## src/rtl/fetch_pkg.sv

```systemverilog
// Shared types for the fetch aligner: buffered fetch word, aligner state and
// the RVC length decode.
package fetch_pkg;

    localparam int INS_W = 32;
    localparam int HW_W  = 16;

    typedef struct packed {
        logic [31:0] addr;
        logic [31:0] data;
    } fetch_word_t;

    typedef enum logic [1:0] {
        S_FRESH = 2'd0,
        S_OFF0  = 2'd1,
        S_OFF2  = 2'd2
    } algn_state_e;

    // Any halfword whose low two bits are not 2'b11 starts a 16-bit instruction.
    function automatic logic is_rvc(input logic [HW_W-1:0] hw);
        return hw[1:0] != 2'b11;
    endfunction

endpackage

```

## src/rtl/fetch_fifo.sv

```systemverilog
// Fetch-word FIFO with registered storage and fall-through read; exposes the
// head entry and the one behind it so the aligner can stitch straddling words.
module fetch_fifo
    import fetch_pkg::*;
#(
    parameter int DEPTH = 4
) (
    input  logic                       clk,
    input  logic                       rst_n,
    input  logic                       flush_i,
    input  logic                       push_i,
    input  fetch_word_t                word_i,
    input  logic                       pop_i,
    output fetch_word_t                head_o,
    output fetch_word_t                next_o,
    output logic [$clog2(DEPTH):0]     count_o
);

    localparam int PTR_W = $clog2(DEPTH);
    localparam int CNT_W = PTR_W + 1;

    fetch_word_t        mem_q [DEPTH];
    logic [PTR_W-1:0]   wptr_q, wptr_d;
    logic [PTR_W-1:0]   rptr_q, rptr_d;
    logic [CNT_W-1:0]   count_q, count_d;
    logic               do_push, do_pop;

    assign do_push = push_i && !flush_i;
    assign do_pop  = pop_i  && !flush_i;

    always_comb begin
        wptr_d  = wptr_q;
        rptr_d  = rptr_q;
        count_d = count_q;
        if (flush_i) begin
            wptr_d  = '0;
            rptr_d  = '0;
            count_d = '0;
        end else begin
            if (do_push) wptr_d = wptr_q + PTR_W'(1);
            if (do_pop)  rptr_d = rptr_q + PTR_W'(1);
            case ({do_push, do_pop})
                2'b10:   count_d = count_q + CNT_W'(1);
                2'b01:   count_d = count_q - CNT_W'(1);
                default: count_d = count_q;
            endcase
        end
    end

    // NOTE: non-blocking assignments in clocked blocks so every register samples pre-edge values.
    always_ff @(posedge clk or negedge rst_n) begin
        if (!rst_n) begin
            wptr_q  <= '0;
            rptr_q  <= '0;
            count_q <= '0;
        end else begin
            wptr_q  <= wptr_d;
            rptr_q  <= rptr_d;
            count_q <= count_d;
        end
    end

    // NOTE: storage is not reset; count_q gates every read, so stale entries are never observed.
    always_ff @(posedge clk) begin
        if (do_push) mem_q[wptr_q] <= word_i;
    end

    assign head_o  = mem_q[rptr_q];
    assign next_o  = mem_q[rptr_q + PTR_W'(1)];
    assign count_o = count_q;

endmodule

```

## src/rtl/fetch_aligner.sv

```systemverilog
// Carves buffered 32-bit fetch words into whole RV32IC instructions and hands
// them to decode one per cycle over valid/ready; flush restarts the stream.
module fetch_aligner
    import fetch_pkg::*;
#(
    parameter int DEPTH = 4
) (
    input  logic              clk,
    input  logic              rst_n,
    input  logic              flush,
    input  logic              fq_valid,
    output logic              fq_ready,
    input  logic [31:0]       fq_addr,
    input  logic [31:0]       fq_data,
    output logic              ins_valid,
    input  logic              ins_ready,
    output logic [INS_W-1:0]  ins_data,
    output logic [31:0]       ins_pc,
    output logic              ins_cmp
);

    localparam int CNT_W = $clog2(DEPTH) + 1;

    algn_state_e       state_q, state_d;
    fetch_word_t       head, next;
    logic [CNT_W-1:0]  count;
    logic              head_v, next_v;
    logic              eff_off, hw_cmp, handshake, pop;
    logic [HW_W-1:0]   hw;

    assign fq_ready = (count < CNT_W'(DEPTH));
    assign head_v   = (count != '0);
    assign next_v   = (count >= CNT_W'(2));

    fetch_fifo #(.DEPTH(DEPTH)) u_fifo (
        .clk     (clk),
        .rst_n   (rst_n),
        .flush_i (flush),
        .push_i  (fq_valid && fq_ready),
        .word_i  ('{addr: fq_addr, data: fq_data}),
        .pop_i   (pop),
        .head_o  (head),
        .next_o  (next),
        .count_o (count)
    );

    // A fresh stream takes its starting halfword from the head word's address.
    assign eff_off   = (state_q == S_FRESH) ? head.addr[1] : (state_q == S_OFF2);
    assign hw        = eff_off ? head.data[31:16] : head.data[15:0];
    assign hw_cmp    = is_rvc(hw);
    assign ins_valid = head_v && (!eff_off || hw_cmp || next_v);
    assign handshake = ins_valid && ins_ready;
    // Only a compressed instruction in the low half leaves the head word partly unconsumed.
    assign pop       = handshake && (eff_off || !hw_cmp);

    // NOTE: defaults first in always_comb so no path leaves an output unassigned (no latches).
    always_comb begin
        ins_data = '0;
        ins_pc   = '0;
        ins_cmp  = 1'b0;
        if (ins_valid) begin
            ins_cmp = hw_cmp;
            ins_pc  = {head.addr[31:2], eff_off, 1'b0};
            if (hw_cmp)
                ins_data = {16'h0, hw};
            else if (!eff_off)
                ins_data = head.data;
            else
                ins_data = {next.data[15:0], head.data[31:16]};
        end
    end

    always_comb begin
        state_d = state_q;
        if (flush)
            state_d = S_FRESH;
        else if (handshake)
            state_d = (eff_off ^ hw_cmp) ? S_OFF2 : S_OFF0;
    end

    always_ff @(posedge clk or negedge rst_n) begin
        if (!rst_n) state_q <= S_FRESH;
        else        state_q <= state_d;
    end

    logic unused_bits;
    assign unused_bits = ^{head.addr[0], next.addr, next.data[31:16]};

endmodule
```

## config.mk

```make
export PLATFORM = sky130hd
export DESIGN_NAME = fetch_aligner
export DESIGN_NICKNAME = d
export VERILOG_FILES = /design/src/rtl/fetch_pkg.sv /design/src/rtl/fetch_fifo.sv /design/src/rtl/fetch_aligner.sv
export SDC_FILE = /design/constraint.sdc
export NUM_CORES = 1
export LEC_CHECK = 0
export BUFFER_PORTS_ARGS = -buffer_cell sky130_fd_sc_hd__buf_4
export CAP_MARGIN = 30
export CELL_PAD_IN_SITES_DETAIL_PLACEMENT = 0
export CELL_PAD_IN_SITES_GLOBAL_PLACEMENT = 2
export CORE_UTILIZATION = 47
export DETAILED_ROUTE_END_ITERATION = 8
export GPL_TIMING_DRIVEN = 0
export PLACE_DENSITY_LB_ADDON = 0.1
export SLEW_MARGIN = 20
export SYNTH_ARGS = -nofsm -noshare
export SYNTH_HDL_FRONTEND = slang
export SYNTH_SLANG_ARGS = --single-unit
```

## constraint.sdc

```tcl
create_clock -name clk -period 6.25 [get_ports clk]
set_input_delay 0.3125 -clock clk [delete_from_list [all_inputs] [get_ports clk]]
set_output_delay 0.3125 -clock clk [all_outputs]
set_load 0.02 [all_outputs]
```

==> out/metrics.cfg <==
[status]
outcome = completed

[grt]
grt_pass1_vias = 6368
grt_pass1_wl_um = 35600
grt_max_degree = 41
antenna_found_initial = 0
gr-usage-all-layers_pct = 20.2
gr-total-overflow = 0

[setup_path]
crit_path_max_fanout = 10
crit_path_end_kind = output port
reg2reg_from = u_fifo.rptr_q[1]$_DFFE_PN0P_
cp-start-kind = flip-flop
crit_start = u_fifo.rptr_q[1]$_DFFE_PN0P_
path_class = reg2out
crit_required_ns = 5.94
arrival_ns = 4.37

[pwr]
p_int_mw = 3.85
power_frac_comb_pct = 34.4
p_leak_nw = 4.81
worst_ir_drop_vdd_v = 0.000271
power.total_mw = 5.64
cellPowerDensity_mw_per_mm2 = 409
switching_share_pct = 31.8
net-switching-power_mw = 1.79
pwr-share-clk_pct = 28.7
seqPwrFrac_pct = 36.9

[timing]
slew_violations = 0
fmax_ghz = 0.214
tightest_slew_ns = 0.870
fin_crit_sh_pct = 74.9
period_needed_ns = 4.68
rsz0062_at_grt = no
slew_headroom_pct = 41.5
fin_setup_tns_ns = 0
setup_slack_ns = 1.57
finalSetupViolCount = 0
fin_skew_ns = 0.0203
hold_violations = 0

[floorplan]
start_util_pct = 48.7
floorplan.rows = 54
fp.dieH_um = 153
coreArea_mm2 = 0.0221
die_w_um = 153
io_pins = 136
die_area_mm2 = 0.0235

[finish]
antennaDiodeCount = 0
finalNetCount = 856
stdcell_count = 1082
drive_gt1_share_pct = 35.0
area_growth_pct = 28.3

[clock_tree]
clk_latency_ns = 0.55
clockBufferDepth = 3
cts_buffers = 28
tritoncts = done
clkTransAtPathRegs_ns = 0.06
h-tree-depth = 1
cts-root-buf = clkbuf_16
clock-sinks = 261
post_cts_resized = 0

[place]
portBuffers = 133
post-place-ws_ns = 2.07
gp_congestion = 0.743
dp.cells = 965
hpwl_um = 14600

[synthesis]
netlist_top_cells_area = edfxtp_1 70%, mux4_2 16%, dfrtp_1 2.1%
synth_nets = 624
seq_area_frac_synth_pct = 72.5
postSynthAreaPerCell_um2 = 19.6
yosysMostFrequentCell = edfxtp_1
synthTopCellsByCount = 252 x edfxtp_1, 78 x mux4_2, 35 x and2_1, 33 x nand2_1, 23 x inv_1
synth_top_area_cell = edfxtp_1
synth_top_flop_cell = edfxtp_1
synth_area_mm2 = 0.0107
yosys_warnings = 0
ys_ff_latch = 261
ys_types = 33
async_reset_ff_share_pct = 3.45
synthCells = 548
yosysTopAreaCellShare_pct = 70.4
synth_edf_count = 252

[hold_path]
worst_hold_path_type = in2reg
hp-start = flush

[drt]
drc_errors = 0
drt_iter0_drc = 378
first_pass_iters = 4
vias = 5850
ant_nets = 0
drt_wl_total_um = 22900
wl_per_cell_um = 21.1
viasPerCell = 5.41

[run]
cap_viol_max_count = 0

-- power by group through the flow --
stage,combinational [mW],sequential [mW],clock (mW)
3_5_place_dp,1.94,2.12,0
2_1_floorplan,1.22,2.11,0
6_report,1.94,2.08,1.62
3_3_place_gp,1.90,2.13,0
5_1_grt,2.09,2.09,1.72
4_1_cts,1.98,2.08,1.65
-- sequential cells by signal, indices dropped and copies added (netlist names) --
signal,flops
u_fifo.mem_q,252
u_fifo.count_o,3
state_q,2
u_fifo.rptr_q,2
u_fifo.wptr_q,2
-- what timing repair did --
item / 4_1_cts / 5_1_grt
buffers inserted: 0 / 0
hold buffers: 65 / 0
hold endpoints to repair: 262 / 0
-- cell type report --
class / instances / area, um^2
buffer: 32 / 154
clock buffer: 30 / 708
clock inverter: 22 / 216
fill: 1574 / 8300
inverter: 24 / 90.1
multi-input combinational: 231 / 2720
sequential: 261 / 7790
tap: 280 / 350
timing repair buffer: 202 / 1760
-- layout by cell type, fill, tap and decap left out, drive strengths merged, types with 3 or more instances in the layout --
| master | instances |
|---|---|
| nor2 | 10 |
| edfxtp | 252 |
| nand2b | 4 |
| clkinv | 14 |
| nor2b | 4 |
| nand2 | 33 |
| dlygate4sd3 | 65 |
| clkbuf | 44 |
| a21oi | 20 |
| and2 | 35 |
| mux2i | 6 |
| dfrtp | 9 |
| bufinv | 3 |
| clkinvlp | 4 |
| nor3 | 3 |
| o2bb2ai | 15 |
| buf | 155 |
| mux4 | 78 |
| ha | 6 |
| xnor2 | 3 |
| inv | 25 |
-- path summary, 6_finish.rpt --
path / endpoint / cells after the start / slack, ns
min: u_fifo.count_o[1]$_DFFE_PN0P_ / 3 / 0.09
max: ins_data[1] / 12 / 1.57
max in group asynchronous: state_q[1]$_DFFE_PN0P_ / 2 / 5.98
min reg2reg: state_q[0]$_DFFE_PN0P_ / 2 / 0.57
max reg2reg: u_fifo.count_o[2]$_DFFE_PN0P_ / 13 / 2.84
min in group asynchronous: u_fifo.wptr_q[1]$_DFFE_PN0P_ / 2 / 0.14
-- kinds of logic after synthesis --
group / synth area share (%)
AOI/OAI and AO/OA: 2.76
DFF: 72.5
adders and majority gates: 0.885
xor gates and xnor gates: 0.244
muxes: 17.0
other: 0.0349
buffers and inverters: 2.27
and+or+nand+nor: 4.31
-- metal layers --
metal | track usage, % | wire, um | share of wire, %
met5 | 0 | 0 | 0
met3 | 3.60 | 1060 | 4.6
met4 | 4.62 | 435 | 1.9
met2 | 35.7 | 11700 | 51
met1 | 26.0 | 9700 | 42
-- critical path: stages, from the launching register on --
cell and delay (ns):
dfrtp_1 0.35, buf_2 0.21, nor2b_1 0.16, a221o_1 0.35
inv_2 0.18, clkbuf_1 0.52, ha_1 0.27, nand2b_1 0.16
and2_1 0.23, clkbuf_1 0.51, buf_1 0.55, nor2_1 0.15
buf_4 0.19
-- through the flow --
step	hold WS, ns	instance area [um^2]	utilization (%)
after floorplan	0.0169	10700	-
after global placement	0.143	12100	54.8
after detailed placement	0.144	12200	55.3
after CTS	0.0658	13800	62.4
after global routing	0.107	13800	62.4
final	0.0851	13800	62.4
(Power assumes the default switching activity.)
